File: src/rtl/sm_pkg.sv
// Shared definitions for the surveillance-module TDM send/receive monitors.
// Both monitors use this state encoding so debug views line up.
package sm_pkg;

  typedef enum logic {
    SM_TDM_SIZE = 1'b0,
    SM_TDM_RECV = 1'b1
  } sm_tdm_state_t;

endpackage

File: src/rtl/sm_pkt_counter.sv
// Bank of saturating per-endpoint packet counters.
// Provides a synchronous clear and a combinational indexed read.
module sm_pkt_counter #(
  parameter int NUM       = 4,
  parameter int CNT_WIDTH = 16,
  parameter int IDX_WIDTH = 2
) (
  input  logic                 clk,
  input  logic                 rst,
  input  logic                 inc,
  input  logic [IDX_WIDTH-1:0] inc_idx,
  input  logic                 clr,
  input  logic [IDX_WIDTH-1:0] rd_idx,
  output logic [CNT_WIDTH-1:0] rd_data
);

  localparam logic [IDX_WIDTH:0] NUM_W = NUM[IDX_WIDTH:0];

  logic [CNT_WIDTH-1:0] r_cnt [NUM];

  // Clear wins over a same-cycle increment; a full counter holds at all-ones.
  always_ff @(posedge clk) begin
    for (int i = 0; i < NUM; i++) begin
      if (rst || clr) begin
        r_cnt[i] <= '0;
      end else if (inc && (inc_idx == i[IDX_WIDTH-1:0]) && (r_cnt[i] != '1)) begin
        r_cnt[i] <= r_cnt[i] + 1'b1;
      end
    end
  end

  always_comb begin
    rd_data = '0;
    if ({1'b0, rd_idx} < NUM_W) begin
      rd_data = r_cnt[rd_idx];
    end
  end

endmodule

File: src/rtl/sm_tdm_recv.sv
// Receive-side TDM packet monitor: parses size + payload words per endpoint,
// pulses valid/error per packet and keeps per-endpoint good-packet counts.
module sm_tdm_recv
  import sm_pkg::*;
#(
  parameter  int MAX_LEN           = 8,
  parameter  int NUM_TDM_ENDPOINTS = 4,
  parameter  int CNT_WIDTH         = 16,
  localparam int MAX_WIDTH         = $clog2(MAX_LEN + 1),
  localparam int ENDP_WIDTH        = $clog2(NUM_TDM_ENDPOINTS)
) (
  input  logic                  clk,
  input  logic                  rst,
  // enable qualifies data/ep for one transfer; there is no backpressure.
  input  logic                  enable,
  input  logic [31:0]           data,
  input  logic [ENDP_WIDTH-1:0] ep,
  output logic [ENDP_WIDTH-1:0] src,
  output logic [MAX_WIDTH-1:0]  len,
  output logic                  valid,
  output logic                  error,
  input  logic [ENDP_WIDTH-1:0] cnt_sel,
  input  logic                  cnt_clr,
  output logic [CNT_WIDTH-1:0]  cnt_out,
  output logic                  dbg_state
);

  localparam logic [MAX_WIDTH-1:0] MAX_LEN_W = MAX_LEN[MAX_WIDTH-1:0];

  sm_tdm_state_t         r_state, w_state_nxt;
  logic [MAX_WIDTH-1:0]  r_remaining, w_remaining_nxt;
  logic [ENDP_WIDTH-1:0] r_cur_ep, w_cur_ep_nxt;
  logic [MAX_WIDTH-1:0]  r_cur_len, w_cur_len_nxt;
  logic [ENDP_WIDTH-1:0] r_src;
  logic [MAX_WIDTH-1:0]  r_len;
  logic                  r_valid, r_error;
  logic                  w_valid_nxt, w_error_nxt;
  logic [MAX_WIDTH-1:0]  w_size;
  logic                  w_size_bad;

  assign w_size     = data[MAX_WIDTH-1:0];
  assign w_size_bad = (w_size == '0) || (w_size > MAX_LEN_W);

  always_ff @(posedge clk) begin
    if (rst) begin
      r_state     <= SM_TDM_SIZE;
      r_remaining <= '0;
      r_cur_ep    <= '0;
      r_cur_len   <= '0;
      r_src       <= '0;
      r_len       <= '0;
      r_valid     <= 1'b0;
      r_error     <= 1'b0;
    end else begin
      r_state     <= w_state_nxt;
      r_remaining <= w_remaining_nxt;
      r_cur_ep    <= w_cur_ep_nxt;
      r_cur_len   <= w_cur_len_nxt;
      r_valid     <= w_valid_nxt;
      r_error     <= w_error_nxt;
      if (w_valid_nxt) begin
        r_src <= r_cur_ep;
        r_len <= r_cur_len;
      end
    end
  end

  always_comb begin
    w_state_nxt     = r_state;
    w_remaining_nxt = r_remaining;
    w_cur_ep_nxt    = r_cur_ep;
    w_cur_len_nxt   = r_cur_len;
    w_valid_nxt     = 1'b0;
    w_error_nxt     = 1'b0;
    if (enable) begin
      case (r_state)
        SM_TDM_SIZE: begin
          if (w_size_bad) begin
            w_error_nxt = 1'b1;
          end else begin
            w_cur_ep_nxt    = ep;
            w_cur_len_nxt   = w_size;
            w_remaining_nxt = w_size;
            w_state_nxt     = SM_TDM_RECV;
          end
        end
        SM_TDM_RECV: begin
          if (ep == r_cur_ep) begin
            w_remaining_nxt = r_remaining - 1'b1;
            if (r_remaining == 1) begin
              w_valid_nxt = 1'b1;
              w_state_nxt = SM_TDM_SIZE;
            end
          end else begin
            // Interleaved word is dropped; the next word starts a new packet.
            w_error_nxt = 1'b1;
            w_state_nxt = SM_TDM_SIZE;
          end
        end
        default: w_state_nxt = SM_TDM_SIZE;
      endcase
    end
  end

  // Counter bumps on the same edge that raises valid.
  sm_pkt_counter #(
    .NUM       (NUM_TDM_ENDPOINTS),
    .CNT_WIDTH (CNT_WIDTH),
    .IDX_WIDTH (ENDP_WIDTH)
  ) u_cnt (
    .clk     (clk),
    .rst     (rst),
    .inc     (w_valid_nxt),
    .inc_idx (r_cur_ep),
    .clr     (cnt_clr),
    .rd_idx  (cnt_sel),
    .rd_data (cnt_out)
  );

  assign src       = r_src;
  assign len       = r_len;
  assign valid     = r_valid;
  assign error     = r_error;
  assign dbg_state = r_state;

endmodule

File: config.mk
export PLATFORM = sky130hd
export DESIGN_NAME = sm_tdm_recv
export DESIGN_NICKNAME = d
export VERILOG_FILES = /design/src/rtl/sm_pkg.sv /design/src/rtl/sm_pkt_counter.sv /design/src/rtl/sm_tdm_recv.sv
export SDC_FILE = /design/constraint.sdc
export NUM_CORES = 1
export LEC_CHECK = 0
export ABC_AREA = 0
export BUFFER_PORTS_ARGS = -buffer_cell sky130_fd_sc_hd__clkbuf_2
export CAP_MARGIN = 20
export CELL_PAD_IN_SITES_DETAIL_PLACEMENT = 2
export CELL_PAD_IN_SITES_GLOBAL_PLACEMENT = 2
export CORE_MARGIN = 4
export CORE_UTILIZATION = 37
export DETAILED_ROUTE_END_ITERATION = 8
export PLACE_DENSITY_LB_ADDON = 0.25
export SLEW_MARGIN = 20
export SYNTH_ARGS = -nofsm -noshare
export SYNTH_HDL_FRONTEND = slang
export SYNTH_HIERARCHICAL = 1
export SYNTH_SLANG_ARGS = --single-unit
File: constraint.sdc
create_clock -name clk -period 3.7 [get_ports clk]
set_input_delay 0.185 -clock clk [delete_from_list [all_inputs] [get_ports clk]]
set_output_delay 0.185 -clock clk [all_outputs]
set_load 0.05 [all_outputs]
# ---- Word level (Yosys, flattened, before mapping)
# Memory sizes are Yosys's and may differ from the RTL's.
# Cells that the tools add are included.
dict set report totals {
  output_inout_bits 25
  inputBits 40
  n_memories 1
  elab_cells 80
  register_bits 19
  mem_bits_rw 64
}
dict set report op_classes {
  muxes 32
  n_reduce_logical 15
  n_addsub 5
  order_cmp 1
  bitwise_logic 7
  n_eq_ne 11
}
# memory depth word_bits rd rd_clocked_by_memory_dff write_ports line_no
set memory_table {}
lappend memory_table {u_cnt.r_cnt 4 16 5 0 4 sm_pkt_counter.sv:19} ;# logic [CNT_WIDTH-1:0] r_cnt [NUM];
# cell count
set op_table {}
lappend op_table {{$add 16x1->16 const B} 4}
lappend op_table {{$mux 16} 4}
lappend op_table {{$ne 16x16->1 const B} 4}
lappend op_table {{$mux 1} 23}
lappend op_table {{$logic_and 1x1->1} 8}
lappend op_table {{$mux 4} 2}
lappend op_table {{$pmux 4 s2} 1}
lappend op_table {{$reduce_and 3->1} 2}
lappend op_table {{$eq 2x2->1 const B} 2}
lappend op_table {{$eq 4x1->1 const B} 1}
lappend op_table {{$gt 4x4->1 const B} 1}
lappend op_table {{$logic_not 4->1} 1}
lappend op_table {{$or 1x1->1} 4}
lappend op_table {{$pmux 1 s2} 2}
lappend op_table {{$sub 4x1->4 const B} 1}
lappend op_table {{$not 1->1} 3}
lappend op_table {{$eq 2x1->1 const B} 1}
lappend op_table {{$eq 2x2->1} 1}
lappend op_table {{$logic_not 2->1} 1}
lappend op_table {{$logic_or 1x1->1} 2}
lappend op_table {{$ne 2x1->1 const B} 1}
lappend op_table {{$ne 2x2->1 const B} 1}
lappend op_table {{$reduce_or 2->1} 1}

# ---- Longest topological paths before layout
# Gate-level depths: netlist of the first run.
dict set report depth {
  depth_word 11
  ltp_mapped 9
  ltp_nobuf 8
}

# ---- Hierarchy
# The synthesis of the first run kept the hierarchy.
# mod seq_area_each_um2 cells_per_inst area_each_um2 instances
set by_module_without_submodules {}
lappend by_module_without_submodules {sm_pkt_counter 1921.8 344 3802.4 1}
lappend by_module_without_submodules {sm_tdm_recv 380.4 100 872.1 1}

# ---- Worst setup path after synthesis of the first run
# Ideal clock, no wire load.
dict set report synth_timing {
  kind {reg2reg}
  from {register r_remaining[1]}
  to {memory u_cnt.r_cnt[1][0], enable pin}
  n_path_buf 0
  slack_ps 339
  setup_time_ps 411
  t_required_ps 3289
  stages_incl_launch_ff 8
  synth_period_minus_slack_ps 3361
  t_arrival_ps 2950
  path_cell_list {dfxtp_1 -> inv_1 -> ha_1 -> or3b_4 -> nor4_4 -> nor2b_1 -> nand2_1 -> o21ai_0}
}
# element line_no
set synth_rtl {}
lappend synth_rtl {{from (decl)} sm_tdm_recv.sv:31} ;# logic [MAX_WIDTH-1:0] r_remaining, w_remaining_nxt;
lappend synth_rtl {{from (signal assigned)} sm_tdm_recv.sv:56} ;# r_remaining <= w_remaining_nxt;
lappend synth_rtl {{to (decl)} sm_pkt_counter.sv:19}

==> results.md, run 1 <==
* Syn_nets at 490
* Cell taking the most area after synthesis: edfxtp_1
* Initial core utilization at 38.28%
* Port Buf Inserts at 36
* Core Rows at 40
* Worst Tran Pin Value at 835.4 ps
* Status: complete, no violations
* Number of I/O pins at 65
* Synth Flop Type: edfxtp_1
* Vias in the first global route at 3,935
* CTS tree: yes
* DRT Wirelength at 13,610 um
* Clk pwr share at 42.7%
* Met2 usage at roughly a third
* M1 GR Usage at 24.30%
* GRT busiest layer: met2
* Synth warn at 6
* Number of enable flip-flop cells after synthesis at 64
* Switch share at roughly a quarter
* HPWL Detailed at 9795 um
* ANT cells at 0
* H-tree levels at 3
* Asr flop ratio synth at 0%
* Die Span X at between 100 and 150 um
* Total gr overflow at 0
* Antenna violations before repair at 0
* Skew-Pair Late Insertion Delay at about 350 ps
* Core box area at 0.01221 mm^2
* RSZ-0062 raised after global routing: false
* Setup crit start kind: flop
* Syn avg cell area at 10.53 um^2
* Reg2reg setup slack at about 630 ps
* Worst path most repeated cell: nand2_1
* Avg WL per Cell at between 20 and 25 um
* Largest net degree at the start of global routing at 23
* Clk root buf: clkbuf_16
* Synth cell types at 46
* Drt via density at about 5.5
* Hold Crit Depth at 3
* Total GRT Usage at between 15 and 20%
* CTS sink count at 83
* Top cells by area, synth: edfxtp_1, xnor2_1, dfxtp_1, mux4_2, nor2_1
* Switch Pwr at 577.1 uW
* Vias at 3,573
* Layout cell share with drive strength beyond 1 at 16.87%
* Slowest stage delay, CP at 630 ps
* Placed Cells at 638
* Synth top area share at 41.11%
* Area delta synth->final at 14.32%
* TritonRoute pass-1 iters at 4
* Leakage power at 1.751 nW
* Crit-path slowest cell: nand2_1
* Crit path time final at just over 3000 ps
* Layout Nets at 527
* Final Cell Area at 0.005344 mm^2
* Critical path class: reg -> reg
* Post_cts resized at 0
* Critical Path Start: r_remaining[1]
* Critical Path AT at slightly above 3000 ps
* R2R cell count at 8
* HP Class: in -> reg
* DR iter-0 viols at 155
* CTS Buf Count at 9
* Worst setup EP type: flop
* Max Root-Sink Buffers at 2
* Number of setup buffers added after CTS at 0
* Relative slew slack at 44.17%
* Internal power at 1.705 mW
* Skew final at 12.85 ps
* Final Hold Vio Count at 0
* Fmax achieved at 326.3 MHz
* Final slew viol count at 0
* Synthesized area at between 0.004 and 0.005 mm^2
* Hold Path Origin: ep[1]
* Total power draw at 2.282 mW
* Post-synthesis sequential area ratio at 49.25%
* Global placement routability congestion at 0.7714
* First-pass GRT wire length at ~22,000 um
* Syn Inst Count at 444
* Flop pwr share at 48.0%
* FF+latch count, synth at 83
* DRC at 0
* Met3 layer usage reported by global route at 2.666%
* Final Cycle Share at 82.84%
* Worst r2r dst: u_cnt/r_cnt[0][12]
* Max Fanout on Critical Path at 16
* Worst-path clk slew at around 70 ps
* VDD IR max at between 0.2 and 0.25 mV
* Hold_buf cts at 0
* Die height at 120.4 um
* TNS Setup at 0 ps
* Final std cells w/o fill at 654
* Hold_ws at 93.69 ps
* Crit-path cells: inv_1 -> ha_1 -> or3b_4 -> nor4_4 -> nor2b_1 -> and2b_1 -> nand2_1 -> nand2_1
* Hold endpoint: r_cur_ep[1]
* Max-cap violations at 0
* DP Area at ~0.0050 mm^2
* Crit path required time at 3680 ps
* Die Footprint at approximately 0.014 mm^2
* Antenna Violating Nets Remaining at 0
* R2R Path Start: r_remaining[1]
* Final setup vio count at 0
* Comb power frac at 9.2%
* P per Cell Area at roughly 430 mW/mm^2
[placed cells by master (no fill, tap or decap), types with 2 or more instances in the layout]
cell type / instances
dfxtp_1: 19
or4_1: 2
xor2_1: 12
and3_1: 4
o31ai_1: 2
nand4_2: 2
nand3_1: 26
clkbuf_16: 9
nor4_1: 10
ha_1: 6
and2b_1: 2
clkbuf_2: 36
bufinv_16: 2
nand4_1: 11
buf_4: 4
a21oi_1: 10
mux4_2: 15
a31o_2: 3
inv_1: 18
edfxtp_1: 64
xnor2_1: 45
or3_1: 5
mux2i_1: 6
nor3_1: 21
clkinvlp_4: 2
o21ai_1: 2
and4_1: 2
nor2_1: 88
nand2_1: 32
o21ai_0: 4
[registers in the layout (all words and copies together) (netlist names)]
register and cells:
valid 1, src 2, dbg_state 1, r_cur_ep 2, u_cnt/r_cnt 64, error 1
len 4, r_cur_len 4, r_remaining 4
[through the flow]
step | setup WS (ps) | util [%]
floorplan | 338.7 | -
global placement | 812.2 | 41.16
detailed placement | 714.0 | 41.16
CTS | 634.0 | 43.76
global route | 463.9 | 43.76
finish | 634.9 | 43.76
[Yosys cell counts (2+ instances only)]
cell      count
a21oi_1      10
a31o_2        3
and2b_1       2
and3_1        4
and4_1        2
buf_1         2
buf_2         5
buf_6         2
clkbuf_1      5
dfxtp_1      19
edfxtp_1     64
ha_1          6
inv_1        18
mux2i_1       6
mux4_2       15
nand2_1      32
nand3_1      26
nand4_1      11
nand4_2       2
nor2_1       88
nor3_1       21
nor4_1       10
o21ai_0       6
o31ai_1       3
or3_1         5
or4_1         2
xnor2_1      45
xor2_1       12
[per-layer routing]
| layer | vias up | part of all wire (%) |
|---|---|---|
| met5 | - | 0 |
| met4 | 0 | 1.8 |
| met3 | 12 | 2.1 |
| met2 | 45 | 51 |
| met1 | 1837 | 45 |
| li1 | 1679 | - |
[layout make-up]
type	count	area, um^2
clock buffer	10	229.0
tap	168	210.2
clock inverter	6	88.84
inverter	18	67.56
timing repair buffer	40	210.2
fill	1324	6868
sequential	83	2302
multi-input combinational	329	2236
[power groups by stage]
stage	clock (mW)	combinational (mW)	sequential, mW
after floorplan	0	0.159	1.10
after global placement	0	0.205	1.11
after detailed placement	0	0.211	1.12
after CTS	0.996	0.213	1.10
after global routing	1.04	0.227	1.10
final	0.976	0.211	1.10
[how the worst max path moves through the flow]
stage                          to  slack (ps)  cells past startpoint
2_1_floorplan   u_cnt/r_cnt[1][0]         340                      7
4_1_cts         u_cnt/r_cnt[0][4]         630                      8
6_report       u_cnt/r_cnt[0][12]         630                      8
5_1_grt         u_cnt/r_cnt[1][0]         460                      8
3_5_place_dp    u_cnt/r_cnt[3][7]         710                      7
3_3_place_gp    u_cnt/r_cnt[3][7]         810                      8
[kinds of logic (layout without fill, tap and decap cells)]
kind of cell / count (synthesis) / count (layout) / synth area share, %
and+or+nand+nor: 215 / 215 / 22.38
DFF: 83 / 83 / 49.25
xor gates and xnor gates: 57 / 57 / 10.68
buffers and inverters: 32 / 74 / 3.025
AOI/OAI and AO/OA: 29 / 29 / 3.989
muxes: 22 / 22 / 9.074
adders and majority gates: 6 / 6 / 1.606
[critical path: cells and delay by family (launching register included)]
family,cells,cell delay (ps)
fa+ha+maj,1,160
simple gates,6,2110
buf+inv,1,100
flops,1,330
(Power assumes the default switching activity.)
==> run 2: changes to the inputs <==
- ABC_AREA: 0 -> 1
- CORE_UTILIZATION: 37 -> 30
- clock period: 3.7 -> 2.59 ns (I/O delays scaled with it)
==> run 2 against run 1 <==
Compared with the run above: count of clock-buffer cells in the layout unchanged; first-iteration DRC count increased by 28%; sequential power increased by 42%; critical endpoint is now u_cnt/r_cnt[1][3]; synthesized cell count increased by 56%; register-to-register slack got worse by 320 ps; largest power group unchanged; total power increased by 38%.
==> results.md, run 2 <==
* Status: complete, no violations (unchanged)
* Initial core utilization at 30.87% (was 38.28%)
* Final slew viol count at 0 (unchanged)
* Synth Flop Type: edfxtp_1 (unchanged)
* Skew final at 7.444 ps (was 12.85 ps)
* Leakage power at 2.345 nW (was 1.751 nW)
* Vias at 4,780 (was 3,573)
* RSZ-0062 raised after global routing: false (unchanged)
* Number of enable flip-flop cells after synthesis at 64 (unchanged)
* Syn_nets at 740 (was 490)
* Top cells by area, synth: edfxtp_1, nand2_1, nor2_1, dfxtp_1, inv_1 (was edfxtp_1, xnor2_1, dfxtp_1, mux4_2, nor2_1)
* Worst r2r dst: u_cnt/r_cnt[1][3] (was u_cnt/r_cnt[0][12])
* Worst-path clk slew at 60 ps (was 70 ps)
* DP Worst Slack at 281.1 ps (was 714.0 ps)
* Final std cells w/o fill at 961 (was 654)
* P per Cell Area at 535.4 mW/mm^2 (was 427.1 mW/mm^2)
* Critical path class: reg -> reg (unchanged)
* Synth cell types at 27 (was 46)
* Syn avg cell area at 7.428 um^2 (was 10.53 um^2)
* Total gr overflow at 0 (unchanged)
* FF+latch count, synth at 83 (unchanged)
* TritonRoute pass-1 iters at 4 (unchanged)
* DRT Wirelength at 16,480 um (was 13,610 um)
* CTS tree: yes (unchanged)
* Hold Path Origin: rst (was ep[1])
* Die height at 139.1 um (was 120.4 um)
* Biggest register: u_cnt/r_cnt (unchanged)
* Antenna Violating Nets Remaining at 0 (unchanged)
* Crit path time final at 2277 ps (was 3065 ps)
* Asr flop ratio synth at 0% (unchanged)
* Slowest stage delay, CP at 400 ps (was 630 ps)
* Vias in the first global route at 5,126 (was 3,935)
* Setup crit start kind: flop (unchanged)
* Placed Cells at 945 (was 638)
* CTS sink count at 83 (unchanged)
* Port Buf Inserts at 36 (unchanged)
* Max Fanout on Critical Path at 16 (unchanged)
* Clk root buf: clkbuf_16 (unchanged)
* HP Class: in -> reg (unchanged)
* TNS Setup at 0 ps (unchanged)
* Total GRT Usage at 17.31% (was 19.50%)
* VDD IR max at 0.3129 mV (was 0.2358 mV)
* Reg2reg setup slack at 310 ps (was 630 ps)
* DRC at 0 (unchanged)
* Max Root-Sink Buffers at 2 (unchanged)
* Final setup vio count at 0 (unchanged)
* CTS Buf Count at 9 (unchanged)
* Critical Path End: u_cnt/r_cnt[1][3] (was u_cnt/r_cnt[0][12])
* Final Cycle Share at 87.93% (was 82.84%)
* Crit path required time at 2760 ps (was 3680 ps)
* Core Rows at 47 (was 40)
* Core box area at 0.01670 mm^2 (was 0.01221 mm^2)
* Number of setup buffers added after CTS at 0 (unchanged)
* Synth top area share at 37.28% (was 41.11%)
* Worst setup EP type: flop (unchanged)
* Global placement routability congestion at 0.7906 (was 0.7714)
* H-tree levels at 3 (unchanged)
* Synthesized area at 0.005155 mm^2 (was 0.004674 mm^2)
* Final Hold Vio Count at 0 (unchanged)
* Die Span X at 139.1 um (was 120.4 um)
* HPWL Detailed at 12,600 um (was 9795 um)
* Post-synthesis sequential area ratio at 44.66% (was 49.25%)
* Avg WL per Cell at 17.14 um (was 20.81 um)
* Hold_buf cts at 0 (unchanged)
* Kind of cell adding the most delay to the critical path: simple AND/OR/NAND/NOR gates (unchanged)
* Hold_ws at 47.94 ps (was 93.69 ps)
* Largest net degree at the start of global routing at 41 (was 23)
* Layout cell share with drive strength beyond 1 at 9.987% (was 16.87%)
* Critical Path Start: r_remaining[0] (was r_remaining[1])
* ANT cells at 0 (unchanged)
* Cell taking the most area after synthesis: edfxtp_1 (unchanged)
* Fmax achieved at 439.1 MHz (was 326.3 MHz)
* Most frequent cells in the layout: nand2_1, nor2_1, inv_1 (was nor2_1, edfxtp_1, xnor2_1)
* Critical Path AT at 2440 ps (was 3040 ps)
* Max-cap violations at 0 (unchanged)
* Crit-path slowest cell: dfxtp_1 (was nand2_1)
* Area delta synth->final at 14.08% (was 14.32%)
* DR iter-0 viols at 199 (was 155)
* Die Footprint at 0.01934 mm^2 (was 0.01450 mm^2)
* Crit path buffers/inverters at 1 (unchanged)
* Layout Nets at 782 (was 527)
* Skew-Pair Late Insertion Delay at 340 ps (was 350 ps)
* Final WS setup at 312.5 ps (was 634.9 ps)
* Relative slew slack at 55.20% (was 44.17%)
* First-pass GRT wire length at 26,980 um (was 21,760 um)
* Worst Tran Pin Value at 671.3 ps (was 835.4 ps)
* Crit-path cells: ha_1 -> nand3_1 -> nor2_4 -> inv_1 -> nor3_1 -> nand3_2 -> nor2_1 (was inv_1 -> ha_1 -> or3b_4 -> nor4_4 -> nor2b_1 -> and2b_1 -> nand2_1 -> nand2_1)
* Synth warn at 6 (unchanged)
* Top-count cell post-synth: nand2_1 (was nor2_1)
* Antenna violations before repair at 0 (unchanged)
* Post_cts resized at 0 (unchanged)
* R2R Path Start: r_remaining[0] (was r_remaining[1])
* Number of I/O pins at 65 (unchanged)
* Top cells by count, synth: nand2_1, nor2_1, inv_1 (was nor2_1, edfxtp_1, xnor2_1)
* Drt via density at 4.974 (was 5.463)
* Post-layout util at 35.21% (was 43.76%)
* Max reg flops at 64 (unchanged)
* R2R cell count at 7 (was 8)
* Syn Inst Count at 694 (was 444)
* Crit path depth at 7 (was 8)
* Most common cell after layout, fill and taps aside: nand2_1 (was nor2_1)
[run 2: cell count changes in the layout (fill, tap and decap cells not counted), sizes merged, moves of 26 or more]
| cell | before | now |
|---|---|---|
| nand3 | 27 | 53 |
| inv | 19 | 76 |
| nor2 | 88 | 164 |
| o21ai | 6 | 35 |
| xnor2 | 45 | 19 |
| nand2 | 32 | 167 |
[run 2: kinds of logic (layout without fill, tap and decap cells)]
family	count (synthesis)	count (layout)	synth area share [%]
AO/OA/AOI/OAI	74	74	7.621
XOR/XNOR	31	31	5.267
adder cells (fa/ha/maj)	6	6	1.456
buffers and inverters	90	137	7.160
flip-flops	83	83	44.66
AND/OR/NAND/NOR	410	410	33.84
[run 2: per-stage QoR]
step	instance area [um^2]	power (mW)
after floorplan	5155	1.850
after global placement	5619	1.985
after detailed placement	5619	2.005
after CTS	5881	3.204
after global routing	5881	3.315
final	5881	3.148
[run 2: layer usage]
| layer | GRT usage, % | wire length (um) | up-vias |
|---|---|---|---|
| met5 | 0 | 0 | - |
| met2 | 30.68 | 8336 | 54 |
| met4 | 4.222 | 184 | 0 |
| met1 | 22.26 | 7605 | 2379 |
| li1 | - | - | 2331 |
| met3 | 2.483 | 350 | 16 |
[run 2: worst reg2reg max path: stages (launching register included)]
cell	delay, ps
dfxtp_1	400
ha_1	170
nand3_1	220
nor2_4	290
inv_1	120
nor3_1	260
nand3_2	350
nor2_1	270
[run 2: area by class of cell]
class                      count  area (um^2)
tap                          220        275.3
clock inverter                 6        32.53
sequential                    83         2302
inverter                      76        285.3
fill                        2022        10820
clock buffer                  10        229.0
timing repair buffer          45        272.8
multi-input combinational    521         2484
[run 2: how the worst min path moves through the flow]
stage	depth (start not counted)	to
floorplan	1	dbg_state
global placement	2	dbg_state
detailed placement	2	dbg_state
CTS	2	error
global route	2	error
finish	2	error
[run 2: power breakdown]
| group | switching, mW | internal (mW) |
|---|---|---|
| sequential | 0.0713 | 1.49 |
| clock | 0.534 | 0.640 |
| combinational | 0.300 | 0.114 |
| total | 0.905 | 2.24 |
==> run 3: changes to the inputs <==
- BUFFER_PORTS_ARGS: -buffer_cell sky130_fd_sc_hd__clkbuf_2 -> -buffer_cell sky130_fd_sc_hd__buf_2
==> run 3 against run 2 <==
Compared with the run above: total power rose by 1.2%; final area up 0.11%; sequential power is essentially flat; critical endpoint is now u_cnt/r_cnt[2][13]; wire length is 0.90% higher; clock power rose by 3%; flip-flop and latch count unchanged; final cell count stayed put; worst hold slack worse by 17 ps; non-clock buffer count did not move; critical path depth unchanged; largest cell class unchanged; critical path type unchanged; first-iteration DRC count grew 11%.
==> results.md, run 3 (synthesis results as in run 2) <==
* Antenna violations before repair at 0 (unchanged)
* Drt via density at 4.982 (was 4.974)
* Worst Tran Pin Value at 684.4 ps (was 671.3 ps)
* Crit path required time at 2760 ps (about the same)
* Area delta synth->final at 14.20% (was 14.08%)
* Avg WL per Cell at 17.30 um (was 17.14 um)
* Total gr overflow at 0 (unchanged)
* Switch Pwr at 896.8 uW (was 905.5 uW)
* Post_cts resized at 0 (unchanged)
* Skew final at 11.06 ps (was 7.444 ps)
* Crit-path cells: xnor2_1 -> nand4_2 -> nor2_4 -> inv_1 -> nor3_1 -> nand3_2 -> a21oi_1 (was ha_1 -> nand3_1 -> nor2_4 -> inv_1 -> nor3_1 -> nand3_2 -> nor2_1)
* Final setup vio count at 0 (unchanged)
* Max reg flops at 64 (unchanged)
* Number of I/O pins at 65 (unchanged)
* Number of setup buffers added after CTS at 0 (unchanged)
* Worst-path clk slew at 60 ps (about the same)
* Hold endpoint: dbg_state (was error)
* R2R cell count at 7 (unchanged)
* Max Fanout on Critical Path at 16 (unchanged)
* Skew-Pair Late Insertion Delay at 350 ps (was 340 ps)
* HP Class: in -> reg (unchanged)
* RSZ-0062 raised after global routing: true (was false)
* Die height at 139.1 um (unchanged)
* Leakage power at 2.367 nW (was 2.345 nW)
* Critical path class: reg -> reg (unchanged)
* P per Cell Area at 541.0 mW/mm^2 (was 535.4 mW/mm^2)
* Port Buf Inserts at 36 (unchanged)
* Hold_buf cts at 0 (unchanged)
* Most frequent cells in the layout: nand2_1, nor2_1, inv_1 (unchanged)
* Vias in the first global route at 5,191 (was 5,126)
* CTS sink count at 83 (unchanged)
* Final WS setup at 239.5 ps (was 312.5 ps)
* Relative slew slack at 54.32% (was 55.20%)
* DR iter-0 viols at 221 (was 199)
* Final slew viol count at 0 (unchanged)
* Layout cell share with drive strength beyond 1 at 10.12% (was 9.987%)
* Crit-path slowest cell: nand3_2 (was dfxtp_1)
* DRC at 0 (unchanged)
* CTS Buf Count at 9 (unchanged)
* VDD IR max at 0.3257 mV (was 0.3129 mV)
* Most common cell after layout, fill and taps aside: nand2_1 (unchanged)
* Internal power at 2.288 mW (was 2.243 mW)
* Crit path time final at 2351 ps (was 2277 ps)
* Clk root buf: clkbuf_16 (unchanged)
* Setup crit start kind: flop (unchanged)
* Post-layout util at 35.25% (was 35.21%)
* Final Cell Area at 0.005887 mm^2 (was 0.005881 mm^2)
* First-pass GRT wire length at 27,430 um (was 26,980 um)
* Antenna Violating Nets Remaining at 0 (unchanged)
* R2R Path Start: r_cur_ep[1] (was r_remaining[0])
* Global placement routability congestion at 0.7916 (was 0.7906)
* Initial core utilization at 30.87% (unchanged)
* Max Root-Sink Buffers at 2 (unchanged)
* Final Cycle Share at 90.75% (was 87.93%)
* ANT cells at 0 (unchanged)
* Status: complete, no violations (unchanged)
* TritonRoute pass-1 iters at 4 (unchanged)
* Core box area at 0.01670 mm^2 (unchanged)
* Final Hold Vio Count at 0 (unchanged)
* CTS tree: yes (unchanged)
* Final std cells w/o fill at 961 (unchanged)
* Layout Nets at 782 (unchanged)
* Comb power frac at 12.9% (was 13.1%)
* Worst r2r dst: u_cnt/r_cnt[2][13] (was u_cnt/r_cnt[1][3])
* Fmax achieved at 425.4 MHz (was 439.1 MHz)
* Largest net degree at the start of global routing at 40 (was 41)
* Biggest register: u_cnt/r_cnt (unchanged)
* Vias at 4,788 (was 4,780)
* Hold Crit Depth at 2 (unchanged)
* Hold Path Origin: rst (unchanged)
* Max-cap violations at 0 (unchanged)
* Reg2reg setup slack at 240 ps (was 310 ps)
* Switch share at 28.16% (was 28.76%)
* Clk pwr share at 38.1% (was 37.3%)
* Critical Path AT at 2520 ps (was 2440 ps)
* Slowest stage delay, CP at 360 ps (was 400 ps)
* Placed Cells at 945 (unchanged)
* DRT Wirelength at 16,620 um (was 16,480 um)
* H-tree levels at 3 (unchanged)
* HPWL Detailed at 12,700 um (was 12,600 um)
* Die Footprint at 0.01934 mm^2 (unchanged)
* Core Rows at 47 (unchanged)
* Total GRT Usage at 17.54% (was 17.31%)
* DP Area at 0.005619 mm^2 (unchanged)
* Worst setup EP type: flop (unchanged)
* Die Span X at 139.1 um (unchanged)
* Flop pwr share at 49.0% (was 49.5%)
* DP Worst Slack at 194.9 ps (was 281.1 ps)
## run 3: cell types whose count changed in the layout (fill, tap and decap cells not counted), sizes merged
cell      delta
clkinv       -3
clkbuf      -32
buf         +36
inv          +1
clkinvlp     -2
## run 3: worst max path at each step
stage	start	endpoint	slack, ps
2_1_floorplan	dbg_state	u_cnt/r_cnt[0][0]	270
3_3_place_gp	r_cur_ep[1]	u_cnt/r_cnt[2][15]	360
3_5_place_dp	r_cur_ep[1]	u_cnt/r_cnt[2][13]	190
4_1_cts	r_cur_ep[1]	u_cnt/r_cnt[2][13]	170
5_1_grt	r_cur_ep[1]	u_cnt/r_cnt[3][9]	-20
6_report	r_cur_ep[1]	u_cnt/r_cnt[2][13]	240
## run 3: power groups by stage
stage               Combinational, mW  Clock (mW)  Sequential, mW
finish                          0.412        1.21            1.56
global route                    0.460        1.31            1.57
CTS                             0.420        1.26            1.56
detailed placement              0.417           0            1.59
global placement                0.400           0            1.58
floorplan                       0.279           0            1.57
## run 3: routing by layer
metal  track usage (%)  share of wire [%]  up-vias
met5                 0                  0        -
met4             2.832               0.75        0
met3             3.552                3.0       10
li1                  -                  -     2334
met1             22.32                 46     2382
met2             31.30                 51       62
## run 3: critical path, delay by kind of cell (launching register included)
kind | cells | cell delay (ps)
XOR/XNOR | 1 | 270
buffers and inverters | 1 | 130
AND/OR/NAND/NOR | 4 | 1140
flip-flops | 1 | 350
AO/OA/AOI/OAI | 1 | 280
## run 3: layout make-up
cell class / count / area [um^2]
Multi-Input combinational cell: 521 / 2484
Tap cell: 220 / 275.3
Clock buffer: 14 / 256.5
Timing Repair Buffer: 45 / 272.8
Sequential cell: 83 / 2302
Fill cell: 2028 / 10810
Clock inverter: 2 / 11.26
Inverter: 76 / 285.3
## run 3: through the flow
stage	TNS, ps	total power [mW]	hold slack, ps
finish	0	3.185	30.79
global route	-53.15	3.336	23.45
CTS	0	3.241	20.98
detailed placement	0	2.005	396.1
global placement	0	1.984	389.8
floorplan	0	1.850	201.9
